## src/rtl/round_key_gen_pkg.sv

```systemverilog
// Shared types, constants and S-box helpers for the AES-128 round key generator.
// Holds the FSM encoding, round-code offset, Rcon/SubWord helpers and FIPS-197 test keys.
package round_key_gen_pkg;

  localparam int AES_NUM_ROUNDS = 10;
  localparam int ROUND_OFS      = 3;

  typedef enum logic [1:0] {
    ST_IDLE   = 2'd0,
    ST_EXPAND = 2'd1,
    ST_EMIT   = 2'd2
  } state_e;

  localparam logic [127:0] FIPS_KEY  = 128'h2b7e151628aed2a6abf7158809cf4f3c;
  localparam logic [127:0] FIPS_RK1  = 128'ha0fafe1788542cb123a339392a6c7605;
  localparam logic [127:0] FIPS_RK10 = 128'hd014f9a8c9ee2589e13f0cc8b6630ca6;

  localparam logic [7:0] SBOX [256] = '{
    8'h63,8'h7c,8'h77,8'h7b,8'hf2,8'h6b,8'h6f,8'hc5,8'h30,8'h01,8'h67,8'h2b,8'hfe,8'hd7,8'hab,8'h76,
    8'hca,8'h82,8'hc9,8'h7d,8'hfa,8'h59,8'h47,8'hf0,8'had,8'hd4,8'ha2,8'haf,8'h9c,8'ha4,8'h72,8'hc0,
    8'hb7,8'hfd,8'h93,8'h26,8'h36,8'h3f,8'hf7,8'hcc,8'h34,8'ha5,8'he5,8'hf1,8'h71,8'hd8,8'h31,8'h15,
    8'h04,8'hc7,8'h23,8'hc3,8'h18,8'h96,8'h05,8'h9a,8'h07,8'h12,8'h80,8'he2,8'heb,8'h27,8'hb2,8'h75,
    8'h09,8'h83,8'h2c,8'h1a,8'h1b,8'h6e,8'h5a,8'ha0,8'h52,8'h3b,8'hd6,8'hb3,8'h29,8'he3,8'h2f,8'h84,
    8'h53,8'hd1,8'h00,8'hed,8'h20,8'hfc,8'hb1,8'h5b,8'h6a,8'hcb,8'hbe,8'h39,8'h4a,8'h4c,8'h58,8'hcf,
    8'hd0,8'hef,8'haa,8'hfb,8'h43,8'h4d,8'h33,8'h85,8'h45,8'hf9,8'h02,8'h7f,8'h50,8'h3c,8'h9f,8'ha8,
    8'h51,8'ha3,8'h40,8'h8f,8'h92,8'h9d,8'h38,8'hf5,8'hbc,8'hb6,8'hda,8'h21,8'h10,8'hff,8'hf3,8'hd2,
    8'hcd,8'h0c,8'h13,8'hec,8'h5f,8'h97,8'h44,8'h17,8'hc4,8'ha7,8'h7e,8'h3d,8'h64,8'h5d,8'h19,8'h73,
    8'h60,8'h81,8'h4f,8'hdc,8'h22,8'h2a,8'h90,8'h88,8'h46,8'hee,8'hb8,8'h14,8'hde,8'h5e,8'h0b,8'hdb,
    8'he0,8'h32,8'h3a,8'h0a,8'h49,8'h06,8'h24,8'h5c,8'hc2,8'hd3,8'hac,8'h62,8'h91,8'h95,8'he4,8'h79,
    8'he7,8'hc8,8'h37,8'h6d,8'h8d,8'hd5,8'h4e,8'ha9,8'h6c,8'h56,8'hf4,8'hea,8'h65,8'h7a,8'hae,8'h08,
    8'hba,8'h78,8'h25,8'h2e,8'h1c,8'ha6,8'hb4,8'hc6,8'he8,8'hdd,8'h74,8'h1f,8'h4b,8'hbd,8'h8b,8'h8a,
    8'h70,8'h3e,8'hb5,8'h66,8'h48,8'h03,8'hf6,8'h0e,8'h61,8'h35,8'h57,8'hb9,8'h86,8'hc1,8'h1d,8'h9e,
    8'he1,8'hf8,8'h98,8'h11,8'h69,8'hd9,8'h8e,8'h94,8'h9b,8'h1e,8'h87,8'he9,8'hce,8'h55,8'h28,8'hdf,
    8'h8c,8'ha1,8'h89,8'h0d,8'hbf,8'he6,8'h42,8'h68,8'h41,8'h99,8'h2d,8'h0f,8'hb0,8'h54,8'hbb,8'h16
  };

  function automatic logic [31:0] sub_word(input logic [31:0] w);
    return {SBOX[w[31:24]], SBOX[w[23:16]],
            SBOX[w[15:8]],  SBOX[w[7:0]]};
  endfunction

  function automatic logic [7:0] rcon_of(input logic [3:0] n);
    logic [7:0] r;
    r = 8'h00;
    unique case (n)
      4'd0: r = 8'h01;
      4'd1: r = 8'h02;
      4'd2: r = 8'h04;
      4'd3: r = 8'h08;
      4'd4: r = 8'h10;
      4'd5: r = 8'h20;
      4'd6: r = 8'h40;
      4'd7: r = 8'h80;
      4'd8: r = 8'h1b;
      4'd9: r = 8'h36;
      default: r = 8'h00;
    endcase
    return r;
  endfunction

endpackage

```

## src/rtl/round_key_gen_key_exp.sv

```systemverilog
// One AES-128 key-schedule step, forward (next round key) or inverse (previous).
// Ports: i_Key current key, i_Round round code, i_fDec direction, o_Key result.
module round_key_gen_key_exp
  import round_key_gen_pkg::*;
(
  input  logic [127:0] i_Key,
  input  logic [3:0]   i_Round,
  input  logic         i_fDec,
  output logic [127:0] o_Key
);

  localparam logic [3:0] OFS = 4'(ROUND_OFS);

  logic [3:0]  rc_sel;
  logic [7:0]  rcon;
  logic [31:0] w0, w1, w2, w3;
  logic [31:0] t, sw;
  logic [31:0] n0, n1, n2, n3;

  always_comb begin
    // Inverse codes are complemented so both directions share one Rcon table.
    rc_sel = i_fDec ? (i_Round ^ 4'hF) : i_Round;
    rcon   = rcon_of(rc_sel - OFS);
    {w0, w1, w2, w3} = i_Key;
    // Inverse: the previous w3 must be recovered first, it feeds SubWord.
    t  = i_fDec ? (w3 ^ w2) : w3;
    sw = sub_word({t[23:0], t[31:24]}) ^ {rcon, 24'h0};
    if (i_fDec) begin
      n0 = w0 ^ sw;
      n1 = w1 ^ w0;
      n2 = w2 ^ w1;
      n3 = t;
    end else begin
      n0 = w0 ^ sw;
      n1 = w1 ^ n0;
      n2 = w2 ^ n1;
      n3 = w3 ^ n2;
    end
    o_Key = {n0, n1, n2, n3};
  end

endmodule

```

## src/rtl/round_key_gen.sv

```systemverilog
// Iterative AES-128 round key sequencer: emits keys 0..10 (enc) or 10..0 (dec).
// Ports: i_Start/i_Key/i_fDec start, i_Abort, i_Ready handshake; o_* key/idx/valid/last/busy.
module round_key_gen
  import round_key_gen_pkg::*;
#(
  parameter bit DEC_CACHE  = 1'b1,
  parameter int NUM_ROUNDS = AES_NUM_ROUNDS
) (
  input  logic         i_Clk,
  input  logic         i_Rst_n,
  input  logic         i_Start,
  input  logic [127:0] i_Key,
  input  logic         i_fDec,
  input  logic         i_Abort,
  input  logic         i_Ready,
  output logic [127:0] o_RoundKey,
  output logic [3:0]   o_RoundIdx,
  output logic         o_Valid,
  output logic         o_Last,
  output logic         o_Busy
);

  localparam logic [3:0] LAST = 4'(NUM_ROUNDS);
  localparam logic [3:0] OFS  = 4'(ROUND_OFS);

  state_e       state_q;
  logic [127:0] key_q;
  logic [127:0] org_q;
  logic [127:0] c_key_q;
  logic [127:0] c_rk_q;
  logic         c_vld_q;
  logic         dec_q;
  logic [3:0]   idx_q;
  logic [3:0]   cnt_q;

  logic [127:0] exp_key;
  logic [3:0]   exp_round;
  logic         exp_dec;
  logic         hit;

  round_key_gen_key_exp u_key_exp (
    .i_Key   (key_q),
    .i_Round (exp_round),
    .i_fDec  (exp_dec),
    .o_Key   (exp_key)
  );

  always_comb begin
    exp_dec = (state_q == ST_EMIT) && dec_q;
    if (state_q == ST_EXPAND)
      exp_round = cnt_q + OFS;
    else if (dec_q)
      exp_round = LAST + OFS - idx_q;
    else
      exp_round = idx_q + OFS;
    hit = DEC_CACHE && c_vld_q && (c_key_q == i_Key);
  end

  assign o_Valid    = (state_q == ST_EMIT);
  assign o_Busy     = (state_q != ST_IDLE);
  assign o_RoundKey = key_q;
  assign o_RoundIdx = idx_q;
  assign o_Last     = o_Valid &&
                      (dec_q ? (idx_q == 4'd0) : (idx_q == LAST));

  always_ff @(posedge i_Clk) begin
    if (!i_Rst_n) begin
      state_q <= ST_IDLE;
      key_q   <= '0;
      idx_q   <= '0;
      cnt_q   <= '0;
      dec_q   <= 1'b0;
      c_vld_q <= 1'b0;
    end else if (i_Abort) begin
      state_q <= ST_IDLE;
    end else begin
      unique case (state_q)
        ST_IDLE: if (i_Start) begin
          dec_q <= i_fDec;
          org_q <= i_Key;
          if (!i_fDec) begin
            key_q   <= i_Key;
            idx_q   <= '0;
            state_q <= ST_EMIT;
          end else if (hit) begin
            key_q   <= c_rk_q;
            idx_q   <= LAST;
            state_q <= ST_EMIT;
          end else begin
            key_q   <= i_Key;
            cnt_q   <= '0;
            state_q <= ST_EXPAND;
          end
        end
        ST_EXPAND: begin
          key_q <= exp_key;
          cnt_q <= cnt_q + 4'd1;
          if (cnt_q == LAST - 4'd1) begin
            idx_q   <= LAST;
            state_q <= ST_EMIT;
            // Only a completed expansion may populate the cache.
            if (DEC_CACHE) begin
              c_vld_q <= 1'b1;
              c_key_q <= org_q;
              c_rk_q  <= exp_key;
            end
          end
        end
        ST_EMIT: if (i_Ready) begin
          if (o_Last) begin
            state_q <= ST_IDLE;
          end else begin
            key_q <= exp_key;
            idx_q <= dec_q ? idx_q - 4'd1 : idx_q + 4'd1;
          end
        end
        default: state_q <= ST_IDLE;
      endcase
    end
  end

endmodule

```

## config.mk

```make
export PLATFORM = sky130hd
export DESIGN_NAME = round_key_gen
export DESIGN_NICKNAME = d
export VERILOG_FILES = /design/src/rtl/round_key_gen_pkg.sv /design/src/rtl/round_key_gen_key_exp.sv /design/src/rtl/round_key_gen.sv
export SDC_FILE = /design/constraint.sdc
export NUM_CORES = 2
export LEC_CHECK = 0
export CORE_MARGIN = 8
export CORE_UTILIZATION = 25
export CTS_CLUSTER_SIZE = 14
export DETAILED_ROUTE_END_ITERATION = 8
export HOLD_SLACK_MARGIN = 0.1
export SYNTH_ARGS = -nofsm -noshare
export SYNTH_HDL_FRONTEND = slang
export SYNTH_SLANG_ARGS = --single-unit
```

## constraint.sdc

```tcl
create_clock -name i_Clk -period 67.3 [get_ports i_Clk]
set_input_delay 13.46 -clock i_Clk [delete_from_list [all_inputs] [get_ports i_Clk]]
set_output_delay 13.46 -clock i_Clk [all_outputs]
set_load 0.05 [all_outputs]
```

==> reports/qor.csv <==
stage,metric,value,unit
die,die_height,428,um
clocking,cts_root_buffer,clkbuf_16,
synth,synth.top_cell.area_share,27.1,%
synth,synthDistinctLibCells,120,
worst_setup_path,crit_fanout,48,
die,initial_utilization,25.1,%
sta,rsz0062_at_grt,no,
synth,netlist_instances,4829,
sta,fmax,56.3,MHz
routing,num_vias,43064,
routing,wire_per_inst,30.7,um
routing,totalWireLength,218000,um
grt,track_usage,22.2,%
synth,synth_edf_count,384,
layout,fill_cells,17712,
synth,ys.warnings.count,0,
sta,maxSlewHeadroom,13.4,%
worst_setup_path,critical_path.max_stage_delay,0.66,ns
placed_design,place_hpwl,158000,um
clocking,cts.clk_slew.worst_paths,0.07,ns
die,io_pins,269,
routing,ant_nets,0,
grt,antenna_found_initial,15,
worst_setup_path,cp_num_buf_inv,2,
worst_setup_path,cp_data_required_time,67.79,ns
layout,area_growth,16.2,%
worst_setup_path,cpMaxStageDelayCell,xnor2_1,
routing,first_iter_violations,7099,
sta,timing.hold.ws,0.366,ns
worst_setup_path,path_class,in2reg,
grt,grt_max_degree,152,
layout,nets,5029,
status,status,"complete, no violations",
die,rows,151,
clocking,insertion_delay,0.67,ns
clocking,htreeDepth,2,
die,die_w,428,um
sta,final-max-slew-violation-count,0,
synth,syn_nets,5028,
power,leakage,0.0170,uW
worst_setup_path,end_kind,register,
die,die-area,183000,um^2
synth,synth_area_leaders,"edfxtp_1, dfxtp_1, mux2i_1, xnor2_1, nor2_1",
worst_hold_path,hp-class,reg2reg,
worst_setup_path,cp-start-kind,primary input,
clocking,postCtsSetupRepairBufs,0,
sta,timing.final.crit_share,26.4,%
synth,synthesis.area,42500,um^2
synth,ys_seq_area_share,33.7,%
power,peakVddDrop,0.0000174,V
routing,viasPerCell,6.06,
sta,min_period,17.76,ns
sta,finalHoldViolCount,0,
worst_setup_path,critPathTopFamily,simple AND/OR/NAND/NOR gates,
clocking,clockBufferDepth,3,
sta,clock_skew,0.0579,ns
grt,grt_first_pass_wirelength,305000,um
clocking,hold_buffers,0,
synth,synth_top_area_cell,edfxtp_1,
grt,grt.overflow.total,0,
sta,tightest_slew,1.29,ns
synth,syn_area_per_cell,8.80,um^2
routing,drc,0,
placed_design,numPortBuffers,268,
worst_setup_path,crit_chain,clkdlybuf4s50_1 > xnor2_1 > nand4_1 > nor4_1 > nand2_1 > nor4_2 > nand2_4 > buf_4 > mux2_2 > a222oi_1 > a21oi_1,
synth,synthArstFlopShare,0,%
die,coreArea,169000,um^2
sta,finalSetupViolCount,0,
clocking,clkSinkCount,524,
clocking,cts_buffers,56,
sta,tns,0,ns
routing,firstDrtPassIters,7,
synth,synth_seq_cells,524,
clocking,cts_tree,yes,
grt,grt_pass1_vias,38837,
synth,ys.flop_type,edfxtp_1,
clocking,cts_resized,0,
placed_design,gp_congestion,0.975,
worst_setup_path,worstPathArrival,18.25,ns
layout,final_layout_size_suffix_gt1_share,9.20,%
power,powerDensity,27.6,nW/um^2
run,drv_cap,0,
## synthesized netlist by cell type, types with 36 or more instances
| cell | instances |
|---|---|
| edfxtp_1 | 384 |
| nor2_1 | 378 |
| nand2_1 | 376 |
| a21oi_1 | 274 |
| clkbuf_1 | 271 |
| xnor2_1 | 265 |
| o21ai_0 | 246 |
| mux2i_1 | 239 |
| nand3_1 | 170 |
| dfxtp_1 | 140 |
| buf_2 | 133 |
| a31oi_1 | 101 |
| inv_1 | 101 |
| xor2_1 | 99 |
| nor3_1 | 98 |
| o211ai_1 | 76 |
| a211oi_1 | 73 |
| nand2b_1 | 72 |
| o22ai_1 | 70 |
| o221ai_1 | 69 |
| a221oi_1 | 68 |
| ha_1 | 64 |
| nand4_1 | 54 |
| buf_1 | 45 |
| nor2b_1 | 41 |
| a22oi_1 | 38 |
| or3_1 | 36 |
## power by group
group | leakage [uW] | internal, uW | total (uW) | switching [uW]
Sequential | 0.00462 | 372 | 395 | 23.1
Clock | 0.000968 | 197 | 339 | 141
Combinational | 0.0114 | 203 | 629 | 426
Total | 0.0170 | 772 | 1360 | 591
## worst paths after layout
path	startpoint	end	slack, ns	depth (start not counted)
worst min register to register	org_q[18]	c_key_q[18]	0.37	0
worst max-delay path	i_Key[112]	o_RoundKey[94]	49.54	11
worst min-delay path	org_q[18]	c_key_q[18]	0.37	0
worst max register to register	state_q[0]	c_rk_q[25]	60.07	19
## area by class of cell
class,instances,area (um^2),area share [%]
clock buffers,75,1550,3.13
multi-input cells,3694,25900,52.4
inverters,118,445,0.901
diodes,8,20.0,0.0405
flip-flops and latches,524,14300,29.0
clock inverters,31,442,0.894
repair buffers,436,3950,8.00
well taps,2218,2780,5.62
## metrics by stage
step           util [%]  worst slack, ns  area (um^2)  power, uW  cells
2_1_floorplan         -            34.84        42500        781   4829
3_5_place_dp       28.0            48.87        47400       1010   6990
6_report           29.2            49.54        49400       1360   7104
4_1_cts            29.2            49.50        49400       1350   7096
5_1_grt            29.2            49.40        49400       1400   7101
3_3_place_gp       28.0            48.85        47400       1010   6990
## registers in the layout, summed over array words and instances (netlist names)
name,cells
c_key_q,128
c_rk_q,128
o_RoundKey,128
org_q,128
cnt_q,4
o_RoundIdx,4
state_q,2
c_vld_q,1
dec_q,1
## per-layer routing
layer  vias up  track usage, %  share of wire, %
li1      18385               -                 -
met1     21201            29.0                39
met2      2955            34.7                44
met3       519            4.39                10
met4         4            11.6               6.5
met5         -               0             0.011
## cell families (layout without fill, tap and decap cells)
group / after synthesis / after routing / share of synthesized area [%]
adder cells (fa/ha/maj): 65 / 65 / 1.93
flip-flops: 524 / 524 / 33.7
buffers and inverters: 611 / 660 / 6.28
AO/OA/AOI/OAI: 1510 / 1510 / 25.2
other: 0 / 8 / 0
XOR/XNOR: 392 / 392 / 8.69
AND/OR/NAND/NOR: 1431 / 1431 / 16.4
multiplexers: 296 / 296 / 7.72
## worst reg2reg max path: stages, from the launching register on
cell      delay (ns)
dfxtp_1         0.34
inv_1           0.15
ha_2            0.44
buf_4           0.36
buf_4           0.47
nand3_1         0.21
xnor2_2         0.17
buf_4           0.30
inv_1           0.08
buf_4           0.24
ha_1            0.58
a21oi_1         0.89
o22ai_1         0.16
mux4_2          0.51
a32oi_1         0.17
a221oi_1        0.22
xnor2_2         0.85
xnor2_1         0.35
or3_1           0.40
and2_1          0.16
## placed cells by master (no fill, tap or decap), types with 34 or more instances in the layout
cell type        Yosys  routed
edfxtp_1           384     384
nor2_1             378     374
nand2_1            376     373
a21oi_1            274     274
clkdlybuf4s50_1      0     267
xnor2_1            265     251
o21ai_0            246     245
mux2i_1            239     239
nand3_1            170     170
buf_4               30     168
dfxtp_1            140     139
a31oi_1            101     101
inv_1              101     100
nor3_1              98      97
xor2_1              99      93
o211ai_1            76      76
a211oi_1            73      73
nand2b_1            72      72
o22ai_1             70      70
o221ai_1            69      69
a221oi_1            68      68
ha_1                64      62
clkbuf_16            0      58
nand4_1             54      54
nor2b_1             41      41
a22oi_1             38      38
or3_1               36      36
o311ai_0            34      34
a32oi_1             34      34
Note: power is estimated with default switching activity, not from simulation.
